===== config.mk =====
export PLATFORM = sky130hd
export DESIGN_NAME = voice_mix_scheduler
export DESIGN_NICKNAME = d
export VERILOG_FILES = /design/src/rtl/tracker_mix_pkg.sv /design/src/rtl/pcm_saturator.sv /design/src/rtl/voice_mix_scheduler.sv
export SDC_FILE = /design/constraint.sdc
export NUM_CORES = 1
export LEC_CHECK = 0
export ABC_AREA = 1
export CELL_PAD_IN_SITES_DETAIL_PLACEMENT = 1
export CELL_PAD_IN_SITES_GLOBAL_PLACEMENT = 2
export CORE_ASPECT_RATIO = 0.8
export CORE_MARGIN = 3
export CORE_UTILIZATION = 28
export CTS_CLUSTER_DIAMETER = 40
export DETAILED_ROUTE_END_ITERATION = 10
export PLACE_DENSITY = 0.79
export SLEW_MARGIN = 25
export SYNTH_ARGS = -nofsm -noshare
export SYNTH_HDL_FRONTEND = slang
export SYNTH_HIERARCHICAL = 1
export SYNTH_SLANG_ARGS = --single-unit

===== constraint.sdc =====
create_clock -name clk -period 5.5 [get_ports clk]
set_clock_uncertainty 0.05 [all_clocks]
set_input_delay 1.375 -clock clk [delete_from_list [all_inputs] [get_ports clk]]
set_output_delay 1.375 -clock clk [all_outputs]
set_load 0.01 [all_outputs]

===== src/rtl/tracker_mix_pkg.sv =====
// Shared definitions for the voice mix scheduler: FSM state encoding,
// pan code constants and the accumulator width helper.
package tracker_mix_pkg;

    typedef enum logic [1:0] {
        ST_IDLE    = 2'd0,
        ST_POLL    = 2'd1,
        ST_PUBLISH = 2'd2
    } mix_state_t;

    localparam logic [1:0] PAN_BOTH  = 2'b00;
    localparam logic [1:0] PAN_LEFT  = 2'b01;
    localparam logic [1:0] PAN_RIGHT = 2'b10;
    localparam logic [1:0] PAN_MUTE  = 2'b11;

    // Headroom for summing num_voices full-scale samples plus one guard bit.
    function automatic int acc_width(input int sample_w, input int num_voices);
        return sample_w + $clog2(num_voices) + 1;
    endfunction

endpackage


===== src/rtl/pcm_saturator.sv =====
// Combinational reduction of a wide signed mix sum to a PCM sample.
// Build option MIXER_SATURATE_EN: clamp to the PCM range; otherwise the
// low SAMPLE_W bits are passed through (two's-complement wrap).
module pcm_saturator #(
    parameter int IN_W     = 19,
    parameter int SAMPLE_W = 16
) (
    input  logic signed [IN_W-1:0]     sum_in,
    output logic signed [SAMPLE_W-1:0] pcm_out
);

    localparam logic signed [IN_W-1:0] MAX_V = IN_W'((2 ** (SAMPLE_W - 1)) - 1);
    // Bitwise inverse of 0..0111..1 is the most negative PCM value, sign-extended.
    localparam logic signed [IN_W-1:0] MIN_V = ~MAX_V;

    function automatic logic signed [SAMPLE_W-1:0] saturate(input logic signed [IN_W-1:0] v);
        if (v > MAX_V) return SAMPLE_W'(MAX_V);
        if (v < MIN_V) return SAMPLE_W'(MIN_V);
        return SAMPLE_W'(v);
    endfunction

    function automatic logic signed [SAMPLE_W-1:0] wrap(input logic signed [IN_W-1:0] v);
        return SAMPLE_W'(v);
    endfunction

    // Select the reduction policy chosen at build time.
    always_comb begin
`ifdef MIXER_SATURATE_EN
        pcm_out = saturate(sum_in);
`else
        pcm_out = wrap(sum_in);
`endif
    end

endmodule


===== src/rtl/voice_mix_scheduler.sv =====
// Per-frame voice polling scheduler and stereo mixer.
// Each accepted frame_tick walks the voices in index order over req/ack,
// pans the returned samples into left/right accumulators and publishes one
// stereo PCM pair. Build option MIXER_SATURATE_EN selects clamping instead of
// wrap for the published pair (see pcm_saturator).
module voice_mix_scheduler
    import tracker_mix_pkg::*;
#(
    parameter int NUM_VOICES     = 4,
    parameter int SAMPLE_W       = 16,
    parameter int TIMEOUT_CYCLES = 64
) (
    input  logic                           clk,
    input  logic                           reset_active_high,
    input  logic                           frame_tick,
    input  logic [NUM_VOICES-1:0]          voice_enable,
    output logic [NUM_VOICES-1:0]          voice_req,
    input  logic [NUM_VOICES-1:0]          voice_ack,
    input  logic [NUM_VOICES*SAMPLE_W-1:0] voice_sample,
    input  logic [NUM_VOICES*2-1:0]        voice_pan,
    input  logic                           clear_status,
    output logic [SAMPLE_W-1:0]            pcm_left,
    output logic [SAMPLE_W-1:0]            pcm_right,
    output logic                           pcm_valid,
    output logic                           busy,
    output logic                           overrun,
    output logic [NUM_VOICES-1:0]          timeout_voice
);

    localparam int ACC_W = acc_width(SAMPLE_W, NUM_VOICES);
    localparam int IDX_W = (NUM_VOICES > 1) ? $clog2(NUM_VOICES) : 1;
    localparam int CNT_W = $clog2(TIMEOUT_CYCLES + 1);

    mix_state_t              state;
    mix_state_t              state_next;
    logic [IDX_W-1:0]        idx;
    logic [CNT_W-1:0]        wait_cnt;
    logic [NUM_VOICES-1:0]   enable_lat;
    logic signed [ACC_W-1:0] acc_left;
    logic signed [ACC_W-1:0] acc_right;
    logic signed [ACC_W-1:0] acc_left_next;
    logic signed [ACC_W-1:0] acc_right_next;
    logic signed [ACC_W-1:0] sample_ext;
    logic signed [SAMPLE_W-1:0] cur_sample;
    logic signed [SAMPLE_W-1:0] left_reduced;
    logic signed [SAMPLE_W-1:0] right_reduced;
    logic [1:0]              cur_pan;
    logic                    cur_enabled;
    logic                    in_poll;
    logic                    accept;
    logic                    ack_hit;
    logic                    timed_out;
    logic                    advance;
    logic                    last_idx;

    // Decode the voice currently being polled and the events that end its slot.
    always_comb begin
        in_poll     = (state == ST_POLL);
        accept      = (state == ST_IDLE) && frame_tick;
        cur_enabled = enable_lat[idx];
        cur_sample  = voice_sample[idx*SAMPLE_W +: SAMPLE_W];
        cur_pan     = voice_pan[idx*2 +: 2];
        sample_ext  = ACC_W'(cur_sample);
        // Only an ack on the polled, enabled voice counts; an ack in the final
        // wait cycle beats the timeout.
        ack_hit     = in_poll && cur_enabled && voice_ack[idx];
        timed_out   = in_poll && cur_enabled && !voice_ack[idx]
                      && (wait_cnt == CNT_W'(TIMEOUT_CYCLES - 1));
        advance     = in_poll && (!cur_enabled || ack_hit || timed_out);
        last_idx    = (idx == IDX_W'(NUM_VOICES - 1));
    end

    // Pan the accepted sample into the accumulators.
    always_comb begin
        acc_left_next  = acc_left;
        acc_right_next = acc_right;
        if (ack_hit) begin
            if (cur_pan == PAN_BOTH || cur_pan == PAN_LEFT)
                acc_left_next = acc_left + sample_ext;
            if (cur_pan == PAN_BOTH || cur_pan == PAN_RIGHT)
                acc_right_next = acc_right + sample_ext;
        end
    end

    pcm_saturator #(.IN_W(ACC_W), .SAMPLE_W(SAMPLE_W)) u_sat_left (
        .sum_in  (acc_left_next),
        .pcm_out (left_reduced)
    );

    pcm_saturator #(.IN_W(ACC_W), .SAMPLE_W(SAMPLE_W)) u_sat_right (
        .sum_in  (acc_right_next),
        .pcm_out (right_reduced)
    );

    // FSM state register.
    always_ff @(posedge clk or posedge reset_active_high) begin
        if (reset_active_high) state <= ST_IDLE;
        else                   state <= state_next;
    end

    // FSM next-state logic.
    always_comb begin
        state_next = state;
        unique case (state)
            ST_IDLE:    if (frame_tick) state_next = ST_POLL;
            ST_POLL:    if (advance && last_idx) state_next = ST_PUBLISH;
            ST_PUBLISH: state_next = ST_IDLE;
            default:    state_next = ST_IDLE;
        endcase
    end

    // FSM outputs: one-hot request to the polled enabled voice, busy, publish strobe.
    always_comb begin
        voice_req = '0;
        if (in_poll && cur_enabled) voice_req[idx] = 1'b1;
        busy      = (state != ST_IDLE);
        pcm_valid = (state == ST_PUBLISH);
    end

    // Frame datapath: enable latch, voice index, wait counter, accumulators and
    // the published pair. The pair is loaded as the last voice finishes so it is
    // already visible during the publish cycle alongside pcm_valid.
    always_ff @(posedge clk or posedge reset_active_high) begin
        if (reset_active_high) begin
            enable_lat <= '0;
            idx        <= '0;
            wait_cnt   <= '0;
            acc_left   <= '0;
            acc_right  <= '0;
            pcm_left   <= '0;
            pcm_right  <= '0;
        end else if (accept) begin
            enable_lat <= voice_enable;
            idx        <= '0;
            wait_cnt   <= '0;
            acc_left   <= '0;
            acc_right  <= '0;
        end else if (in_poll) begin
            acc_left  <= acc_left_next;
            acc_right <= acc_right_next;
            if (advance) begin
                wait_cnt <= '0;
                if (last_idx) begin
                    pcm_left  <= left_reduced;
                    pcm_right <= right_reduced;
                end else begin
                    idx <= idx + 1'b1;
                end
            end else begin
                wait_cnt <= wait_cnt + 1'b1;
            end
        end
    end

    // Sticky status flags; a set in the same cycle as clear_status wins.
    always_ff @(posedge clk or posedge reset_active_high) begin
        if (reset_active_high) begin
            overrun       <= 1'b0;
            timeout_voice <= '0;
        end else begin
            if (frame_tick && state != ST_IDLE) overrun <= 1'b1;
            else if (clear_status)              overrun <= 1'b0;
            for (int i = 0; i < NUM_VOICES; i++) begin
                if (timed_out && idx == IDX_W'(i)) timeout_voice[i] <= 1'b1;
                else if (clear_status)             timeout_voice[i] <= 1'b0;
            end
        end
    end

endmodule


==> parameters.txt <==
Parameter                              Value

GRT
  First-pass GRT wire length ... 34.8 mm
  Total global routing track utilization ... 0.181
  Initial antenna violation count ... 1
  Largest net degree at the start of global routing ... 47
  Global route total overflow ... 0
  Number of global-route vias before repair ... 6278

Logic synthesis
  Post-Syn Nets ... 1028
  Mapped Avg Cell Area ... 6.87 um^2
  Synthesized instance count ... 905
  Syn Std Cell Area ... 6220 um^2
  Warning count from the yosys run ... 6

Die
  Floorplan Core Area ... 21700 um^2
  Count of standard-cell rows ... 48
  Initial core utilization ... 0.287
  Overall die height ... 139 um
  IO Count ... 127
  Area enclosed by the die boundary ... 24000 um^2
  Chip Width ... 173 um

STA
  Time the final worst path needs with I/O delays and setup ... 4.24 ns
  Unrepaired setup endpoints after global routing ... no
  Final max-slew violation count ... 0
  PnR worst setup slack ... 1.26 ns
  Slew of the pin with the lowest slew margin ... 0.766 ns
  Final setup vio count ... 0
  Maximum clock rate ... 0.236 GHz
  Final-report hold violation count ... 0
  Worst-case headroom to the max-slew limit ... 0.489
  Period Utilization, post-route ... 0.771
  Total negative setup slack ... 0 ns

Clock tree
  Hold buffer count at CTS ... 0
  Clock transition at the registers of the reported paths ... 0.07 ns
  H-tree levels ... 3
  Clock tree from TritonCTS ... done
  Later-pin clock latency in the skew report ... 0.34 ns
  Maximum buffer depth of the clock tree ... 2
  Cell at the root of the clock tree ... sky130_fd_sc_hd__clkbuf_16
  Inserted Clock Buffers ... 9
  Cells resized by post-CTS repair ... 0
  Clock Sink Count ... 84
  Number of post-CTS setup repair buffers ... 0

Layout
  Final antenna diode count ... 0
  Final cell utilization of the core ... 0.357
  Highest-count cells in the layout ignoring fill and taps ... 290 x sky130_fd_sc_hd__nand2_1, 126 x sky130_fd_sc_hd__clkdlybuf4s50_1, 103 x sky130_fd_sc_hd__nor2_1
  Share of layout cells above drive strength 1 ... 0.0455
  Layout Area Growth over Synthesis ... 24.5%
  Post-route design area ... 7740 um^2
  Net total in the final layout ... 1110
  Final std cells w/o fill ... 1290
  Most common cell after layout, fill and taps aside ... sky130_fd_sc_hd__nand2_1

Drt
  Number of iterations in the first detailed-routing pass ... 4
  Violation count after the first detailed-route iteration ... 235
  Average wire length per cell after detail routing ... 16.5 um
  DRC ... 0
  Via density per instance ... 4.59
  Via Count ... 5927
  Number of nets with antenna violations after routing ... 0
  Routed wire length ... 21.3 mm

Worst hold path
  HP Class ... flip-flop to flip-flop
  Launch point of the worst hold path ... enable_lat[1]

Worst setup path
  Kind of capture point of the worst setup path ... output port
  Required time reported for the critical path endpoint ... 4.07 ns
  Kind of critical path ... flip-flop to output port
  WP data arrival ... 2.82 ns
  Startpoint types ... flip-flop
  Crit path launch ... idx[0]
  Peak fanout along the critical path ... 27
  Setup slack, reg-to-reg ... 1.91 ns
  Startpoint of the most critical register-to-register path ... idx[0]

Placement
  Setup Slack @ Placement ... 1.31 ns
  HPWL after DPL ... 16.6 mm
  Global placement routability congestion ... 0.866
  Placed Instance Area ... 7480 um^2
  Placed insts ... 1276
  Count of buffers from port buffering ... 126

Run
  Max capacitance violation total ... 0

Power and ir drop
  LEAKAGE ... 4.00 nW
  Power per unit of standard cell area ... 578 nW/um^2
  Peak supply drop ... 179 uV

Status
  Run status ... complete, no violations
## registers in the layout, summed over array words and instances, names as in the netlist
register and count:
idx 2, state 2, wait_cnt 7, enable_lat 4, timeout_voice 4, acc_right 16, acc_left 16, pcm_right 16
pcm_left 16, overrun 1
## power by group
group / switching [mW] / leakage [nW] / internal, mW
registers: 0.144 / 1.12 / 0.810
logic: 1.90 / 2.75 / 1.06
clock network: 0.262 / 0.127 / 0.300
total: 2.31 / 4.00 / 2.17
## through the flow
step           hold WS [ns]  total power, mW
6_report              0.426             4.47
5_1_grt               0.448             4.99
4_1_cts               0.432             4.54
3_5_place_dp          0.417             3.95
3_3_place_gp          0.407             3.91
2_1_floorplan         0.392             3.17
## final timing paths
check	cells past startpoint	end
min reg2reg	2	enable_lat[1]
max	8	voice_req[0]
max reg2reg	16	pcm_left[13]
min in group asynchronous	2	pcm_right[3]
max in group asynchronous	3	acc_right[9]
min	2	enable_lat[1]
## worst max-delay path, stage by stage, from the launching register on
cell and delay, ns:
sky130_fd_sc_hd__dfrtp_1 0.84, sky130_fd_sc_hd__buf_4 0.42, sky130_fd_sc_hd__nand2_1 0.09, sky130_fd_sc_hd__nand3_1 0.10, sky130_fd_sc_hd__nand2_1 0.11, sky130_fd_sc_hd__inv_1 0.10
sky130_fd_sc_hd__nand2_1 0.12, sky130_fd_sc_hd__nor2_1 0.13, sky130_fd_sc_hd__clkdlybuf4s50_1 0.57
## routing by layer
metal  share of wire  track usage  wire length (um)
met1            0.49        0.253             10500
met2            0.45        0.300              9690
met3           0.044       0.0346               939
met4          0.0093       0.0277               198
met5         0.00061            0                13
## final cells by class
type                       count  area [um^2]
inverter                     105          398
timing repair buffer         133         1310
clock buffer                   9          225
fill                        2740        13900
tap                          300          375
clock inverter                 5         31.3
sequential                    84         2100
multi-input combinational    654         3300
(Power assumes the default switching activity.)
